`config.mk`:
```
export PLATFORM = sky130hd
export DESIGN_NAME = mem_port_arbiter_flat
export DESIGN_NICKNAME = d
export VERILOG_FILES = /design/src/rtl/mem_port_arbiter_pkg.sv /design/src/rtl/mem_port_arbiter_if.sv /design/src/rtl/mem_port_arbiter_watchdog.sv /design/src/rtl/mem_port_arbiter.sv /design/src/flat_wrapper.sv
export SDC_FILE = /design/constraint.sdc
export NUM_CORES = 1
export LEC_CHECK = 0
export CAP_MARGIN = 20
export CORE_MARGIN = 2
export CORE_UTILIZATION = 29
export CTS_BUF_LIST = sky130_fd_sc_hd__clkbuf_4 sky130_fd_sc_hd__clkbuf_8
export DETAILED_ROUTE_END_ITERATION = 8
export PLACE_DENSITY = 0.54
export SLEW_MARGIN = 20
export SYNTH_ARGS = -nofsm -noshare
export SYNTH_HDL_FRONTEND = slang
export SYNTH_HIERARCHICAL = 1
export SYNTH_SLANG_ARGS = --single-unit
```
`constraint.sdc`:
```
create_clock -name clk -period 7.4 [get_ports clk]
set_input_delay 1.48 -clock clk [delete_from_list [all_inputs] [get_ports clk]]
set_output_delay 1.48 -clock clk [all_outputs]
set_load 0.05 [all_outputs]
```
`src/rtl/mem_port_arbiter_pkg.sv`:
```
`default_nettype none
// ============================================================================
//  Module      : mem_arb_pkg
//  Description : Shared types and defaults for the unified memory-port arbiter.
//  Revision    : 1.0  initial release
// ============================================================================
package mem_arb_pkg;

    localparam int unsigned c_default_data_w  = 32;
    localparam int unsigned c_default_timeout = 255;
    localparam int unsigned c_wdog_w          = 16;

    typedef enum logic [1:0] {
        IDLE  = 2'd0,
        FETCH = 2'd1,
        DATA  = 2'd2
    } arb_state_e;

    typedef enum logic {
        GNT_FETCH = 1'b0,
        GNT_DATA  = 1'b1
    } grant_e;

    // On a tie the requester that was not served last wins.
    function automatic grant_e pick_grant(input logic   fetch_pend,
                                          input logic   data_pend,
                                          input grant_e last_grant);
        if (fetch_pend && data_pend) begin
            return (last_grant == GNT_FETCH) ? GNT_DATA : GNT_FETCH;
        end
        return data_pend ? GNT_DATA : GNT_FETCH;
    endfunction

endpackage
`default_nettype wire

```
`src/rtl/mem_port_arbiter_if.sv`:
```
`default_nettype none
// ============================================================================
//  Module      : mem_port_arbiter_if
//  Description : Fetch, MEM-stage and RAM signals of the memory-port arbiter.
//  Revision    : 1.0  initial release
// ============================================================================
interface mem_port_arbiter_if #(
    parameter int unsigned DATA_W = mem_arb_pkg::c_default_data_w
);
    logic              if_req;
    logic [DATA_W-1:0] if_addr;
    logic [DATA_W-1:0] if_rdata;
    logic              if_done;
    logic              mem_rd;
    logic              mem_wr;
    logic [DATA_W-1:0] mem_addr;
    logic [DATA_W-1:0] mem_wdata;
    logic [DATA_W-1:0] mem_rdata;
    logic              mem_done;
    logic              ram_req;
    logic              ram_we;
    logic [DATA_W-1:0] ram_addr;
    logic [DATA_W-1:0] ram_wdata;
    logic [DATA_W-1:0] ram_rdata;
    logic              ram_ack;
    logic              stall_if;
    logic              stall_pipe;
    logic              err_timeout;

    modport slave (
        input  if_req, if_addr, mem_rd, mem_wr, mem_addr, mem_wdata,
               ram_rdata, ram_ack,
        output if_rdata, if_done, mem_rdata, mem_done, ram_req, ram_we,
               ram_addr, ram_wdata, stall_if, stall_pipe, err_timeout
    );

    modport master (
        output if_req, if_addr, mem_rd, mem_wr, mem_addr, mem_wdata,
               ram_rdata, ram_ack,
        input  if_rdata, if_done, mem_rdata, mem_done, ram_req, ram_we,
               ram_addr, ram_wdata, stall_if, stall_pipe, err_timeout
    );
endinterface
`default_nettype wire

```
`src/rtl/mem_port_arbiter_watchdog.sv`:
```
`default_nettype none
// ============================================================================
//  Module      : arb_watchdog
//  Description : Cycle counter flagging a RAM transaction that never acks.
//  Revision    : 1.0  initial release
// ============================================================================
module arb_watchdog #(
    parameter int unsigned TIMEOUT = 255,
    parameter int unsigned CNT_W   = 16
) (
    input  wire logic clk,
    input  wire logic rst,
    input  wire logic clear,
    input  wire logic enable,
    output logic      expired
);
    localparam logic [CNT_W-1:0] c_last = CNT_W'(TIMEOUT - 1);

    logic [CNT_W-1:0] r_cnt;

    always_ff @(posedge clk or posedge rst) begin
        if (rst) begin
            r_cnt <= '0;
        end else if (clear) begin
            r_cnt <= '0;
        end else if (enable) begin
            r_cnt <= r_cnt + CNT_W'(1);
        end
    end

    // Fires in the cycle whose increment would reach TIMEOUT.
    assign expired = enable && (r_cnt == c_last);

endmodule
`default_nettype wire

```
`src/rtl/mem_port_arbiter.sv`:
```
`default_nettype none
// ============================================================================
//  Module      : mem_port_arbiter
//  Description : Fair arbiter sharing one single-port RAM between IF and MEM.
//  Revision    : 1.0  initial release
// ============================================================================
module mem_port_arbiter
    import mem_arb_pkg::*;
#(
    parameter int unsigned DATA_W  = c_default_data_w,
    parameter int unsigned TIMEOUT = c_default_timeout
) (
    input wire logic           clk,
    input wire logic           rst,
    mem_port_arbiter_if.slave  bus
);
    arb_state_e        r_state;
    arb_state_e        w_state_nxt;
    grant_e            r_last_grant;
    grant_e            w_grant;
    logic              w_fetch_pend;
    logic              w_data_pend;
    logic              w_start;
    logic              w_finish;
    logic              w_expired;

    logic              r_ram_req;
    logic              r_ram_we;
    logic [DATA_W-1:0] r_ram_addr;
    logic [DATA_W-1:0] r_ram_wdata;
    logic [DATA_W-1:0] r_if_rdata;
    logic [DATA_W-1:0] r_mem_rdata;
    logic              r_if_done;
    logic              r_mem_done;
    logic              r_err_timeout;

    // A requester whose done is pulsing has been served; it is not re-granted.
    assign w_fetch_pend = bus.if_req & ~r_if_done;
    assign w_data_pend  = (bus.mem_rd | bus.mem_wr) & ~r_mem_done;

    arb_watchdog #(
        .TIMEOUT (TIMEOUT),
        .CNT_W   (c_wdog_w)
    ) u_watchdog (
        .clk     (clk),
        .rst     (rst),
        .clear   (w_start),
        .enable  (r_ram_req),
        .expired (w_expired)
    );

    always_ff @(posedge clk or posedge rst) begin
        if (rst) begin
            r_state <= IDLE;
        end else begin
            r_state <= w_state_nxt;
        end
    end

    always_comb begin
        w_state_nxt = r_state;
        w_grant     = r_last_grant;
        w_start     = 1'b0;
        w_finish    = 1'b0;
        case (r_state)
            IDLE: begin
                if (w_fetch_pend || w_data_pend) begin
                    w_start     = 1'b1;
                    w_grant     = pick_grant(w_fetch_pend, w_data_pend, r_last_grant);
                    w_state_nxt = (w_grant == GNT_DATA) ? DATA : FETCH;
                end
            end
            FETCH, DATA: begin
                if (bus.ram_ack || w_expired) begin
                    w_finish    = 1'b1;
                    w_state_nxt = IDLE;
                end
            end
            default: w_state_nxt = IDLE;
        endcase
    end

    always_ff @(posedge clk or posedge rst) begin
        if (rst) begin
            r_last_grant  <= GNT_FETCH;
            r_ram_req     <= 1'b0;
            r_ram_we      <= 1'b0;
            r_ram_addr    <= '0;
            r_ram_wdata   <= '0;
            r_if_rdata    <= '0;
            r_mem_rdata   <= '0;
            r_if_done     <= 1'b0;
            r_mem_done    <= 1'b0;
            r_err_timeout <= 1'b0;
        end else begin
            r_if_done  <= 1'b0;
            r_mem_done <= 1'b0;
            if (w_start) begin
                r_ram_req <= 1'b1;
                if (w_grant == GNT_DATA) begin
                    r_ram_addr  <= bus.mem_addr;
                    r_ram_we    <= bus.mem_wr;
                    r_ram_wdata <= bus.mem_wdata;
                end else begin
                    r_ram_addr  <= bus.if_addr;
                    r_ram_we    <= 1'b0;
                    r_ram_wdata <= '0;
                end
            end
            if (w_finish) begin
                r_ram_req <= 1'b0;
                if (r_state == DATA) begin
                    r_last_grant <= GNT_DATA;
                    r_mem_done   <= 1'b1;
                    if (bus.ram_ack && !r_ram_we) begin
                        r_mem_rdata <= bus.ram_rdata;
                    end
                end else begin
                    r_last_grant <= GNT_FETCH;
                    r_if_done    <= 1'b1;
                    if (bus.ram_ack) begin
                        r_if_rdata <= bus.ram_rdata;
                    end
                end
                // An ack in the final watchdog cycle still counts as success.
                if (!bus.ram_ack) begin
                    r_err_timeout <= 1'b1;
                end
            end
        end
    end

    assign bus.ram_req     = r_ram_req;
    assign bus.ram_we      = r_ram_we;
    assign bus.ram_addr    = r_ram_addr;
    assign bus.ram_wdata   = r_ram_wdata;
    assign bus.if_rdata    = r_if_rdata;
    assign bus.if_done     = r_if_done;
    assign bus.mem_rdata   = r_mem_rdata;
    assign bus.mem_done    = r_mem_done;
    assign bus.err_timeout = r_err_timeout;
    assign bus.stall_if    = bus.if_req & ~r_if_done;
    assign bus.stall_pipe  = (bus.mem_rd | bus.mem_wr) & ~r_mem_done;

endmodule
`default_nettype wire

```
`src/flat_wrapper.sv`:
```
// flat-port wrapper written by rule: the top's interface ports become plain ports
module mem_port_arbiter_flat import mem_arb_pkg::*;
#(
    parameter int unsigned DATA_W  = c_default_data_w,
    parameter int unsigned TIMEOUT = c_default_timeout
)
  (clk, rst, bus_if_req, bus_if_addr, bus_mem_rd, bus_mem_wr, bus_mem_addr, bus_mem_wdata, bus_ram_rdata, bus_ram_ack, bus_if_rdata, bus_if_done, bus_mem_rdata, bus_mem_done, bus_ram_req, bus_ram_we, bus_ram_addr, bus_ram_wdata, bus_stall_if, bus_stall_pipe, bus_err_timeout);
  mem_port_arbiter_if #(.DATA_W(DATA_W)) bus_i ();
  input wire logic clk;
  input wire logic rst;
  input wire logic [$bits(bus_i.if_req)-1:0] bus_if_req;
  input wire logic [$bits(bus_i.if_addr)-1:0] bus_if_addr;
  input wire logic [$bits(bus_i.mem_rd)-1:0] bus_mem_rd;
  input wire logic [$bits(bus_i.mem_wr)-1:0] bus_mem_wr;
  input wire logic [$bits(bus_i.mem_addr)-1:0] bus_mem_addr;
  input wire logic [$bits(bus_i.mem_wdata)-1:0] bus_mem_wdata;
  input wire logic [$bits(bus_i.ram_rdata)-1:0] bus_ram_rdata;
  input wire logic [$bits(bus_i.ram_ack)-1:0] bus_ram_ack;
  output wire logic [$bits(bus_i.if_rdata)-1:0] bus_if_rdata;
  output wire logic [$bits(bus_i.if_done)-1:0] bus_if_done;
  output wire logic [$bits(bus_i.mem_rdata)-1:0] bus_mem_rdata;
  output wire logic [$bits(bus_i.mem_done)-1:0] bus_mem_done;
  output wire logic [$bits(bus_i.ram_req)-1:0] bus_ram_req;
  output wire logic [$bits(bus_i.ram_we)-1:0] bus_ram_we;
  output wire logic [$bits(bus_i.ram_addr)-1:0] bus_ram_addr;
  output wire logic [$bits(bus_i.ram_wdata)-1:0] bus_ram_wdata;
  output wire logic [$bits(bus_i.stall_if)-1:0] bus_stall_if;
  output wire logic [$bits(bus_i.stall_pipe)-1:0] bus_stall_pipe;
  output wire logic [$bits(bus_i.err_timeout)-1:0] bus_err_timeout;
  assign bus_i.if_req = bus_if_req;
  assign bus_i.if_addr = bus_if_addr;
  assign bus_i.mem_rd = bus_mem_rd;
  assign bus_i.mem_wr = bus_mem_wr;
  assign bus_i.mem_addr = bus_mem_addr;
  assign bus_i.mem_wdata = bus_mem_wdata;
  assign bus_i.ram_rdata = bus_ram_rdata;
  assign bus_i.ram_ack = bus_ram_ack;
  assign bus_if_rdata = bus_i.if_rdata;
  assign bus_if_done = bus_i.if_done;
  assign bus_mem_rdata = bus_i.mem_rdata;
  assign bus_mem_done = bus_i.mem_done;
  assign bus_ram_req = bus_i.ram_req;
  assign bus_ram_we = bus_i.ram_we;
  assign bus_ram_addr = bus_i.ram_addr;
  assign bus_ram_wdata = bus_i.ram_wdata;
  assign bus_stall_if = bus_i.stall_if;
  assign bus_stall_pipe = bus_i.stall_pipe;
  assign bus_err_timeout = bus_i.err_timeout;
  mem_port_arbiter #(.DATA_W(DATA_W), .TIMEOUT(TIMEOUT)) u_core (.clk(clk), .rst(rst), .bus(bus_i));
endmodule
```
Word level (Yosys, flattened, before mapping)
Index checks and enable logic that the tools add are counted.

word-level totals
  output and inout bits = 135
  register bits after elaboration = 152
  input port bits = 134
  logic and storage cells = 69

operators by class
  bitwise logic cells = 7
  mux-type cells = 30
  add/subtract/negate cells = 1
  eq/ne operators = 5
  reduce and logical (&&, ||, !) cells = 14

operators by type and width
  kind                     count
  $mux W32                 2
  $mux W16                 2
  $mux W1                  22
  $add A16 B1 Y16 const B  1
  $eq A16 B8 Y1 const B    1
  $mux W2                  3
  $reduce_and A3 Y1        2
  $ne A2 B1 Y1 const B     2
  $not A1 Y1               4
  $pmux W2 S2              1
  $reduce_and A2 Y1        2
  $reduce_bool A2 Y1       2
  $logic_and A1 B1 Y1      3
  $and A1 B1 Y1            2
  $eq A2 B1 Y1 const B     1
  $eq A2 B2 Y1 const B     1
  $logic_not A2 Y1         1
  $logic_or A1 B1 Y1       2
  $reduce_or A2 Y1         1
  $logic_not A1 Y1         1
  $or A1 B1 Y1             1

Longest topological paths before layout
  word-level depth = 12
  depth in mapped cells = 11
  mapped depth without buffers = 9

Modules after synthesis
The synthesis kept the hierarchy.

modules (own cells, without submodules)
  module            cells each  area an instance (µm²)  instances
  mem_port_arbiter  500         6,219.7                 1
  arb_watchdog      88          850.8                   1

Least setup slack after synthesis
Ideal clock, no wire load.

  kind = input -> register
  from = input bus_if_req
  to = register u_core.u_watchdog.r_cnt[15]
  required time = 7.277 ns
  setup slack = 3.550 ns
  data arrival time = 3.727 ns
  stages on the path = 11
  path buffers = 3
  cells stage by stage = nand2b_1 -> inv_1 -> o21ai_4 -> inv_2 -> buf_2 -> buf_2 -> buf_2 -> o211ai_1 -> nor4_1 -> a31o_2 -> a21oi_1

between the ends
  word-level cells in the longest chain between the ends = 5

RTL lines
  element                                                RTL line                         source
  start: declaration                                     flat_wrapper.sv:11               input wire logic [$bits(bus_i.if_req)-1:0] bus_if_req;
  $and A1 B1 Y1 (*)                                      -
  named net bus_stall_if                                 flat_wrapper.sv:27               output wire logic [$bits(bus_i.stall_if)-1:0] bus_stall_if;
  $logic_or A1 B1 Y1 (*)                                 mem_port_arbiter.sv:67           if (w_fetch_pend || w_data_pend) begin
  $mux W1 (*)                                            mem_port_arbiter.sv:67
  $mux W1 (*)                                            mem_port_arbiter.sv:65           case (r_state)
  named net u_core.w_start                               mem_port_arbiter.sv:23           logic w_start;
  $mux W16 / $reduce_bool A2 Y1 (equally long branches)  -
  end signal: assignment                                 mem_port_arbiter_watchdog.sv:27  r_cnt <= r_cnt + CNT_W'(1);
  end: declaration                                       mem_port_arbiter_watchdog.sv:19  logic [CNT_W-1:0] r_cnt;

Mark *: on every way through the listed nets, which the timed path passes. The rest lies on a longest branch.
A chain may end at the register's enable or synchronous reset.

Worst setup path after layout
  from = input bus_mem_wr
  to = output bus_stall_pipe

between the ends
  word-level cells in the longest chain between the ends = 2

RTL lines
  element             RTL line                 source
  start: declaration  flat_wrapper.sv:14       input wire logic [$bits(bus_i.mem_wr)-1:0] bus_mem_wr;
  $or A1 B1 Y1        mem_port_arbiter.sv:143  assign bus.stall_pipe = (bus.mem_rd | bus.mem_wr) & ~r_mem_done;
  $and A1 B1 Y1       mem_port_arbiter.sv:143
  end: declaration    flat_wrapper.sv:28       output wire logic [$bits(bus_i.stall_pipe)-1:0] bus_stall_pipe;

No other way between the ends.

==> metrics.cfg <==
[layout]
seq_area_mm2 = 0.00380
nNetsFinal = 976
multi_input_area_mm2 = 0.00302
drive_gt1_share_pct = 17.4
mostFrequentLayoutCells = 268 x clkdlybuf4s50_1, 151 x dfrtp_1, 96 x mux2_2, 46 x nor2_1, 36 x nand2_1
finish.utilization_pct = 43.2
final_common_cell = clkdlybuf4s50_1
fillers = 2323
diodes = 0
syn_to_final_growth_pct = 47.1

[worst_setup_path]
endpoint_kind = output port
reg2reg_slack_ns = 4.07
r2r-end = u_core/u_watchdog/r_cnt[15]
reg2reg_from = u_core/bus.mem_done
cp.arrival_ns = 3.64
cp-start-kind = input pin
path_class = in2out
cp_max_fo = 35
crit_required_ns = 5.92
ff2ff_path_depth = 8

[hold_path]
min_path_type = reg2reg
hold_start = u_core/bus.err_timeout
whs_endpoint = u_core/bus.err_timeout
whs_path_depth = 1

[placement]
place_congestion = 0.727
io_buffers = 268
place_hpwl_um = 14000

[timing]
grt_setup_unrepaired = false
finalCritPeriodShare_pct = 69.2
finalCriticalPeriod_ns = 5.12
fin_tns_setup_ns = 0
max_freq_mhz = 195
relSlewSlack_pct = 34.1
hold_violations = 0
clock_skew_ns = 0.0198
finalMaxSlewViolations = 0
setup_violations = 0
whs_ns = 0.486
worst_pin_slew_ns = 0.985

[power]
p_leak_nw = 4.13
power_density_mw_per_mm2 = 518
peakVddDrop_mv = 0.199

[floorplanning]
rows = 57
die_area_mm2 = 0.0256
die_width_um = 160
initial_core_util_pct = 29.3
die_y_um = 160
io_pins = 269
core_area_mm2 = 0.0241

[grt]
grt_first_pass_wirelength_um = 33100
grt_max_degree = 100
gr-total-overflow = 0
grtUsageTotal_pct = 16.4
antenna_found_initial = 0
first_global_vias = 5849

[cts]
htreeDepth = 4
tritoncts = yes
clock_sink_count = 152
insertion_delay_ns = 0.46
cts-resized-gates = 0
path_clk_slew_ns = 0.09
cts_buffer_depth = 2
cts_setup_buffers = 0
cts_root_buf = clkbuf_8
ctsHoldBuffers = 0
numCtsBuffers = 17

[logic_synthesis]
async_flop_share_pct = 100
synth_top_flop_cell = dfrtp_1
synth_edf_count = 0
syn_area_mm2 = 0.00707
ys_seq_area_share_pct = 53.8
ys_warn_count = 6
synth.distinct_cells = 43
ys_ff_latch = 152
syn_nets = 726
netlist_instances = 588
syn_avg_cell_area_um2 = 12.0

[drt]
vias = 5672
routed_wl_um = 20800
routedWlPerCell_um = 17.8
vias_per_cell = 4.83
drt_iter0_drc = 238
drc = 0
ant_nets = 0
dr.pass1.iters = 4

[run]
maxCapViolations = 0

[outcome]
outcome = finished, final reports clean

==> per-layer routing <==
metal / up-vias / track usage (%) / part of all wire, %
met2: 208 / 26.8 / 46
met5: - / 0 / 0
met1: 2764 / 21.4 / 46
met4: 0 / 4.71 / 1.5
met3: 22 / 4.31 / 6.3
li1: 2678 / - / -
==> sequential cells by signal (all words and copies together) (netlist names) <==
register and count:
u_core/bus.err_timeout 1, u_core/bus.if_done 1, u_core/bus.if_rdata 32, u_core/bus.mem_done 1, u_core/bus.mem_rdata 32, u_core/bus.ram_addr 32, u_core/bus.ram_req 1, u_core/bus.ram_wdata 32
u_core/bus.ram_we 1, u_core/r_last_grant 1, u_core/r_state 2, u_core/u_watchdog/r_cnt 16
==> worst max-delay path, stage by stage <==
cell and delay [ns]:
clkdlybuf4s50_1 0.53, o21bai_4 0.12, inv_2 0.54, clkdlybuf4s50_1 0.94
==> final cells by class <==
class,instances,share of cell area (%)
tap,324,3.90
multi-input combinational,375,29.0
inverter,15,0.589
sequential,152,36.6
clock buffer,17,2.25
clock inverter,14,1.24
timing repair buffer,277,26.4
==> synth_stat cells (4+ instances only) <==
library cell  number  area (um2)
inv_1             13        48.8
nand3b_1          33         248
a22o_1            33         289
nand4_1            4        25.0
a41oi_1           32         280
dfrtp_1          152        3800
clkbuf_1          18        67.6
nand4b_1          33         289
o21ai_0            6        30.0
nor4_1             4        25.0
buf_1              6        22.5
buf_2             22         110
nand3_1            4        20.0
xor2_1             4        35.0
nor2_1            46         173
a21oi_1            7        35.0
mux2_2            96        1080
nand2_1           36         135
ha_1               4        50.1
xnor2_1            6        52.6
==> worst max-delay path by stage <==
stage	start	to	slack, ns	cells after the start
floorplan	rst	u_core/bus.err_timeout	2.28	1
global placement	bus_mem_wr	bus_stall_pipe	2.25	4
detailed placement	bus_mem_wr	bus_stall_pipe	2.23	4
CTS	bus_mem_wr	bus_stall_pipe	2.23	4
global route	bus_mem_wr	bus_stall_pipe	2.18	4
finish	bus_mem_wr	bus_stall_pipe	2.28	4
==> stage by stage <==
| stage | power (mW) | setup WS, ns | cells | cell area [um2] |
|---|---|---|---|---|
| final | 5.39 | 2.28 | 1174 | 10400 |
| after global routing | 5.69 | 2.18 | 1174 | 10400 |
| after CTS | 5.47 | 2.23 | 1174 | 10400 |
| after detailed placement | 4.84 | 2.23 | 1143 | 10000 |
| after global placement | 4.81 | 2.25 | 1143 | 10000 |
| after floorplan | 3.73 | 2.28 | 588 | 7070 |
==> kinds of logic after synthesis <==
family                     count (synthesis)  synth area share [%]
AOI/OAI and AO/OA                         92                  10.9
buffers and inverters                     61                  3.63
muxes                                     96                  15.3
xor gates and xnor gates                  10                  1.24
and+or+nand+nor                          173                  14.4
adders and majority gates                  4                 0.708
DFF                                      152                  53.8
==> power breakdown <==
group / total, mW / internal [mW] / leakage (nW) / switching (mW)
registers: 1.44 / 1.21 / 1.85 / 0.224
logic: 3.35 / 1.22 / 2.11 / 2.13
clock network: 0.608 / 0.245 / 0.177 / 0.364
(Power assumes the default switching activity.)
